## config.mk

```make
export PLATFORM = sky130hd
export DESIGN_NAME = vid_timing_gen
export DESIGN_NICKNAME = d
export VERILOG_FILES = /design/src/rtl/vid_timing_gen.sv
export SDC_FILE = /design/constraint.sdc
export NUM_CORES = 1
export LEC_CHECK = 0
export BUFFER_PORTS_ARGS = -buffer_cell sky130_fd_sc_hd__buf_2
export CAP_MARGIN = 30
export CELL_PAD_IN_SITES_DETAIL_PLACEMENT = 0
export CELL_PAD_IN_SITES_GLOBAL_PLACEMENT = 2
export CORE_ASPECT_RATIO = 0.6
export CORE_MARGIN = 2
export CORE_UTILIZATION = 31
export DETAILED_ROUTE_END_ITERATION = 12
export GPL_TIMING_DRIVEN = 0
export HOLD_SLACK_MARGIN = 0.12
export PLACE_DENSITY = 0.74
export REMOVE_ABC_BUFFERS = 1
export SYNTH_ARGS = -nofsm -noshare
export SYNTH_HDL_FRONTEND = slang
export SYNTH_SLANG_ARGS = --single-unit
```

## constraint.sdc

```tcl
create_clock -name app_clk -period 2.2 [get_ports app_clk]
set_input_delay 0.44 -clock app_clk [delete_from_list [all_inputs] [get_ports app_clk]]
set_output_delay 0.44 -clock app_clk [all_outputs]
set_load 0.02 [all_outputs]
```

## src/rtl/vid_timing_gen.sv

```systemverilog
// vid_timing_gen: raster timing source for the video pipeline.
//
// Walks a frame of H_ACTIVE x V_ACTIVE pixels plus horizontal/vertical blanking, one position per
// app_clk cycle with pix_en high. All outputs are registered from the same next-state position,
// so they always describe the same raster location in the same cycle.
//
// Ports:
//   app_clk          in   system clock
//   app_rst          in   synchronous active-high reset
//   pix_en           in   advance enable (one position per enabled cycle)
//   vid_hpos         out  horizontal position, held at H_ACTIVE-1 during horizontal blank
//   vid_vpos         out  vertical position, held at V_ACTIVE-1 during vertical blank
//   vid_active_pix   out  position is inside the active area
//   vid_preload_line out  one-cycle strobe PRELOAD_LEAD positions before an active line starts
//   vid_frame_start  out  one-cycle strobe on the step into pixel (0,0)
//   foregnd_px       out  built-in test-pattern foreground pixel
//
// Optional feature: define VID_TEST_PATTERN_EN to build the foreground test pattern; otherwise
// foregnd_px is tied to 0.

module vid_timing_gen #(
  parameter int unsigned H_ACTIVE     = 640,
  parameter int unsigned H_BLANK      = 150,
  parameter int unsigned V_ACTIVE     = 480,
  parameter int unsigned V_BLANK      = 20,
  parameter int unsigned PRELOAD_LEAD = 8
) (
  input  logic        app_clk,
  input  logic        app_rst,
  input  logic        pix_en,
  output logic [10:0] vid_hpos,
  output logic [10:0] vid_vpos,
  output logic        vid_active_pix,
  output logic        vid_preload_line,
  output logic        vid_frame_start,
  output logic        foregnd_px
);

  localparam int unsigned H_TOTAL = H_ACTIVE + H_BLANK;
  localparam int unsigned V_TOTAL = V_ACTIVE + V_BLANK;

  localparam logic [10:0] HAct    = 11'(H_ACTIVE);
  localparam logic [10:0] HActM1  = 11'(H_ACTIVE - 1);
  localparam logic [10:0] HLast   = 11'(H_TOTAL - 1);
  localparam logic [10:0] VAct    = 11'(V_ACTIVE);
  localparam logic [10:0] VActM1  = 11'(V_ACTIVE - 1);
  localparam logic [10:0] VLast   = 11'(V_TOTAL - 1);
  localparam logic [10:0] HPreld  = 11'(H_TOTAL - PRELOAD_LEAD);

  logic [10:0] hcnt_q, hcnt_d;
  logic [10:0] vcnt_q, vcnt_d;
  logic [10:0] hpos_q, hpos_d;
  logic [10:0] vpos_q, vpos_d;
  logic        active_q, active_d;
  logic        preload_q, preload_d;
  logic        fstart_q, fstart_d;
  logic [10:0] vnext;

  always_comb begin
    hcnt_d    = hcnt_q;
    vcnt_d    = vcnt_q;
    preload_d = 1'b0;
    fstart_d  = 1'b0;
    vnext     = 11'd0;
    if (pix_en) begin
      if (hcnt_q == HLast) begin
        hcnt_d = 11'd0;
        vcnt_d = (vcnt_q == VLast) ? 11'd0 : vcnt_q + 11'd1;
      end else begin
        hcnt_d = hcnt_q + 11'd1;
      end
      // Line the preload announces: the one after the current line, modulo the frame.
      vnext     = (vcnt_d == VLast) ? 11'd0 : vcnt_d + 11'd1;
      preload_d = (hcnt_d == HPreld) && (vnext < VAct);
      fstart_d  = (hcnt_d == 11'd0) && (vcnt_d == 11'd0);
    end
    // Level outputs are recomputed from the (possibly held) next position, so they hold when idle.
    hpos_d   = (hcnt_d < HAct) ? hcnt_d : HActM1;
    vpos_d   = (vcnt_d < VAct) ? vcnt_d : VActM1;
    active_d = (hcnt_d < HAct) && (vcnt_d < VAct);
  end

`ifdef VID_TEST_PATTERN_EN
  logic fg_q, fg_d;

  always_comb begin
    fg_d = active_d && (((hpos_d >= 11'd21) && (hpos_d <= 11'd200)) ||
                        ((hpos_d >= 11'd631) && (hpos_d <= 11'd634))) &&
           (vpos_d >= 11'd6) && (vpos_d <= 11'd99);
  end

  always_ff @(posedge app_clk) begin
    if (app_rst) begin
      fg_q <= 1'b0;
    end else begin
      fg_q <= fg_d;
    end
  end

  assign foregnd_px = fg_q;
`else
  assign foregnd_px = 1'b0;
`endif

  always_ff @(posedge app_clk) begin
    if (app_rst) begin
      hcnt_q    <= HAct;
      vcnt_q    <= VLast;
      hpos_q    <= HActM1;
      vpos_q    <= VActM1;
      active_q  <= 1'b0;
      preload_q <= 1'b0;
      fstart_q  <= 1'b0;
    end else begin
      hcnt_q    <= hcnt_d;
      vcnt_q    <= vcnt_d;
      hpos_q    <= hpos_d;
      vpos_q    <= vpos_d;
      active_q  <= active_d;
      preload_q <= preload_d;
      fstart_q  <= fstart_d;
    end
  end

  // Illegal parameter combinations are reported while the block is held in reset.
  always_ff @(posedge app_clk) begin
    if (app_rst) begin
      assert ((H_TOTAL <= 2047) && (V_TOTAL <= 2047) &&
              (PRELOAD_LEAD >= 1) && (PRELOAD_LEAD <= H_BLANK))
        else $error("vid_timing_gen: illegal parameter combination");
    end
  end

  assign vid_hpos         = hpos_q;
  assign vid_vpos         = vpos_q;
  assign vid_active_pix   = active_q;
  assign vid_preload_line = preload_q;
  assign vid_frame_start  = fstart_q;

endmodule
```

==> results.txt <==
Initial Utilization: 0.316
Yosys top cell area share: 0.352
Synth cell types: 67
antenna-violating nets left: 0
Synth Warn #: 0
hold path cells: 2
GR Overflow Total: 0
worst-path maximum fanout: 5
Tmin final: 2.45 ns
worst-skew pair later-pin latency: 0.29 ns
CTS H-tree lvls: 2
Leak Pwr: 1.29 nW
Critical Path AT: 2.64 ns
unrepaired setup endpoints after global routing: true
post-DP HPWL: 5.21 mm
CTS tree: done
worst setup path class: flip-flop to flip-flop
FFs w/ async S/R, synth: 0
Critical Path RT: 2.39 ns
R2R depth: 11
drc violations: 0
CTS buffer count: 5
failing checks: setup timing
nets@finish: 374
Worst Hold End: vcnt_q[9]$_SDFF_PP0_
number of global-route vias before repair: 2359
IO Count: 29
Area growth syn-to-layout: 29.5%
Worst-Margin Slew: 0.560 ns
Core Rows: 26
final setup margin: -0.253 ns
first-pass GRT wire length: 13.2 mm
Total Routing Usage GR: 0.181
Synth Cell Area: 2680 µm²
max frequency: 408 MHz
Synth Area per Inst: 8.18 µm²
Commonest cells post-synth: dfxtp_1, nand2_1, nor2_1
Die X: 124 µm
initial antenna violation count: 0
VDD IR max: 0.000275 V
Root Buffer: clkbuf_16
Syn Inst Count: 327
post-synthesis sequential area ratio: 0.352
hold bufs inserted after CTS: 0
worst hold path class: flip-flop to flip-flop
FF-to-FF Start: hcnt_q[1]$_SDFF_PP0_
most area-consuming cells after synthesis: dfxtp_1, nand2_1, nor2_1, a21oi_1, o21ai_0
Worst Setup End Kind: flip-flop
Placed Cells: 444
Die Span Y: 76.0 µm
vias per cell: 5.27
power per cell area: 534 nW/µm²
DR pass1 iterations: 5
flop2flop setup slack: -0.25 ns
wire per inst: 16.7 µm
largest net degree at the start of global routing: 28
final cell count without fillers: 479
placed inst area: 2820 µm²
Setup Skew: 0.00427 ns
layout cells sized above 1: 0.351
Seq cells post-synth: 47
IO Port Bufs: 27
worst-case clock buffer depth: 2
pre-CTS WS: -1.07 ns
period utilisation layout: 1.11
Die Area: 9420 µm²
crit start category: flip-flop
Synth area leader: dfxtp_1
status: complete, but fails checks
Final Max Tran Viols: 0
Final Hold Viols: 0
Routed Wire Length: 8.01 mm
Clock transition at path regs: 0.06 ns
Slew headroom: 0.627
Worst R2R End: vid_preload_line$_SDFF_PP0_
clk sinks: 47
Antenna Cells: 0
Finished Core Util: 0.410
Vias: 2523
max-cap viol count: 0
drt initial violations: 224
top-count cell post-synth: dfxtp_1
CORE AREA: 8460 µm²
Post-synth top flop: dfxtp_1
Final GP Congestion: 0.854
endpoints failing setup: 18
worst hold start: vcnt_q[9]$_SDFF_PP0_
Post-Layout Inst Area: 3460 µm²
Post-synth EDFFs: 0
power by group:
part / switching [mW] / leakage (nW) / internal [mW]
registers: 0.00965 / 0.383 / 0.855
logic: 0.0837 / 0.830 / 0.0557
clock network: 0.315 / 0.0769 / 0.531
worst max-delay path, cell delays in order, from the launching register on:
cell,delay [ns]
dfxtp_4,0.34
inv_2,0.06
ha_4,0.12
and4b_4,0.29
nand3_4,0.17
buf_6,0.17
o21a_1,0.16
a31oi_2,0.16
nand3_1,0.13
or3_4,0.35
mux2i_1,0.12
nor4_1,0.28
cells by family after synthesis:
group | count (synthesis) | share of synthesized area
other cells | 1 | 0.00140
fa+ha+maj | 4 | 0.0187
flops | 47 | 0.352
simple gates | 153 | 0.312
buf+inv | 32 | 0.0636
compound gates | 72 | 0.189
mux | 6 | 0.0248
xor+xnor | 12 | 0.0393
sequential cells by signal, summed over array words and instances (netlist names):
| name | cells |
|---|---|
| vid_vpos | 11 |
| hcnt_q | 11 |
| vid_frame_start | 1 |
| vid_hpos | 11 |
| vid_preload_line | 1 |
| vid_active_pix | 1 |
| vcnt_q | 11 |
what timing repair did:
item | CTS | global route
hold endpoints to repair | 0 | 0
resized for setup | 48 | 22
setup buffers | 20 | 5
setup endpoints to repair | 32 | 24
cloned | 3 | 0
pin swaps | 15 | 10
layout by cell type (no fill, tap or decap), types with 3 or more instances in the layout:
master	netlist	routed
xnor2_1	8	7
a211o_1	3	3
or2_1	3	3
dfxtp_4	0	6
nor3_1	9	6
nand3b_1	3	3
a31oi_1	4	3
and3_2	0	3
and4_1	4	4
clkbuf_16	0	5
buf_2	10	27
nand2b_1	5	5
nand4_1	5	5
inv_1	6	5
nor4_1	7	5
nor2_1	33	32
buf_6	4	3
nor3b_1	5	5
a21oi_2	3	5
a21oi_1	18	16
mux2i_1	4	3
nand3_1	11	8
buf_4	2	22
dfxtp_1	47	33
and3_1	6	5
nor2b_1	7	5
nand2_1	37	36
nand3_2	0	3
conb_1	1	4
dfxtp_2	0	8
o21ai_0	18	17
area by class of cell:
| cell class | count | area, µm² |
|---|---|---|
| multi-input cells | 254 | 1830 |
| repair buffers | 52 | 334 |
| clock inverters | 1 | 30.0 |
| fillers | 885 | 4990 |
| flip-flops and latches | 47 | 973 |
| inverters | 7 | 26.3 |
| well taps | 112 | 140 |
| clock buffers | 6 | 129 |
how the worst max path moves through the flow:
stage,startpoint,end,slack (ns),cells after the start
final,hcnt_q[1]$_SDFF_PP0_,vid_preload_line$_SDFF_PP0_,-0.25,11
after global routing,hcnt_q[1]$_SDFF_PP0_,vid_preload_line$_SDFF_PP0_,-0.36,11
after CTS,hcnt_q[1]$_SDFF_PP0_,vid_preload_line$_SDFF_PP0_,-0.29,11
after detailed placement,vcnt_q[0]$_SDFF_PP1_,vid_vpos[3]$_SDFF_PP1_,-1.07,8
after global placement,vcnt_q[0]$_SDFF_PP1_,vid_vpos[3]$_SDFF_PP1_,-1.07,8
after floorplan,vcnt_q[0]$_SDFF_PP1_,vid_vpos[3]$_SDFF_PP1_,-0.26,9
stage by stage:
| step | total power [mW] | TNS [ns] | hold slack (ns) |
|---|---|---|---|
| floorplan | 0.954 | -1.63 | 0.512 |
| global placement | 0.996 | -15.68 | 0.540 |
| detailed placement | 0.995 | -15.89 | 0.558 |
| CTS | 1.87 | -2.19 | 0.588 |
| global route | 1.94 | -4.96 | 0.643 |
| finish | 1.85 | -2.12 | 0.583 |
routing by layer:
| layer | vias to the layer above | global-route usage | wire (µm) |
|---|---|---|---|
| met5 | - | 0 | 0 |
| met4 | 0 | 0.0382 | 73 |
| met3 | 8 | 0.0501 | 626 |
| met2 | 82 | 0.213 | 2920 |
| met1 | 1189 | 0.307 | 4390 |
| li1 | 1244 | - | - |
(Power assumes the default switching activity.)
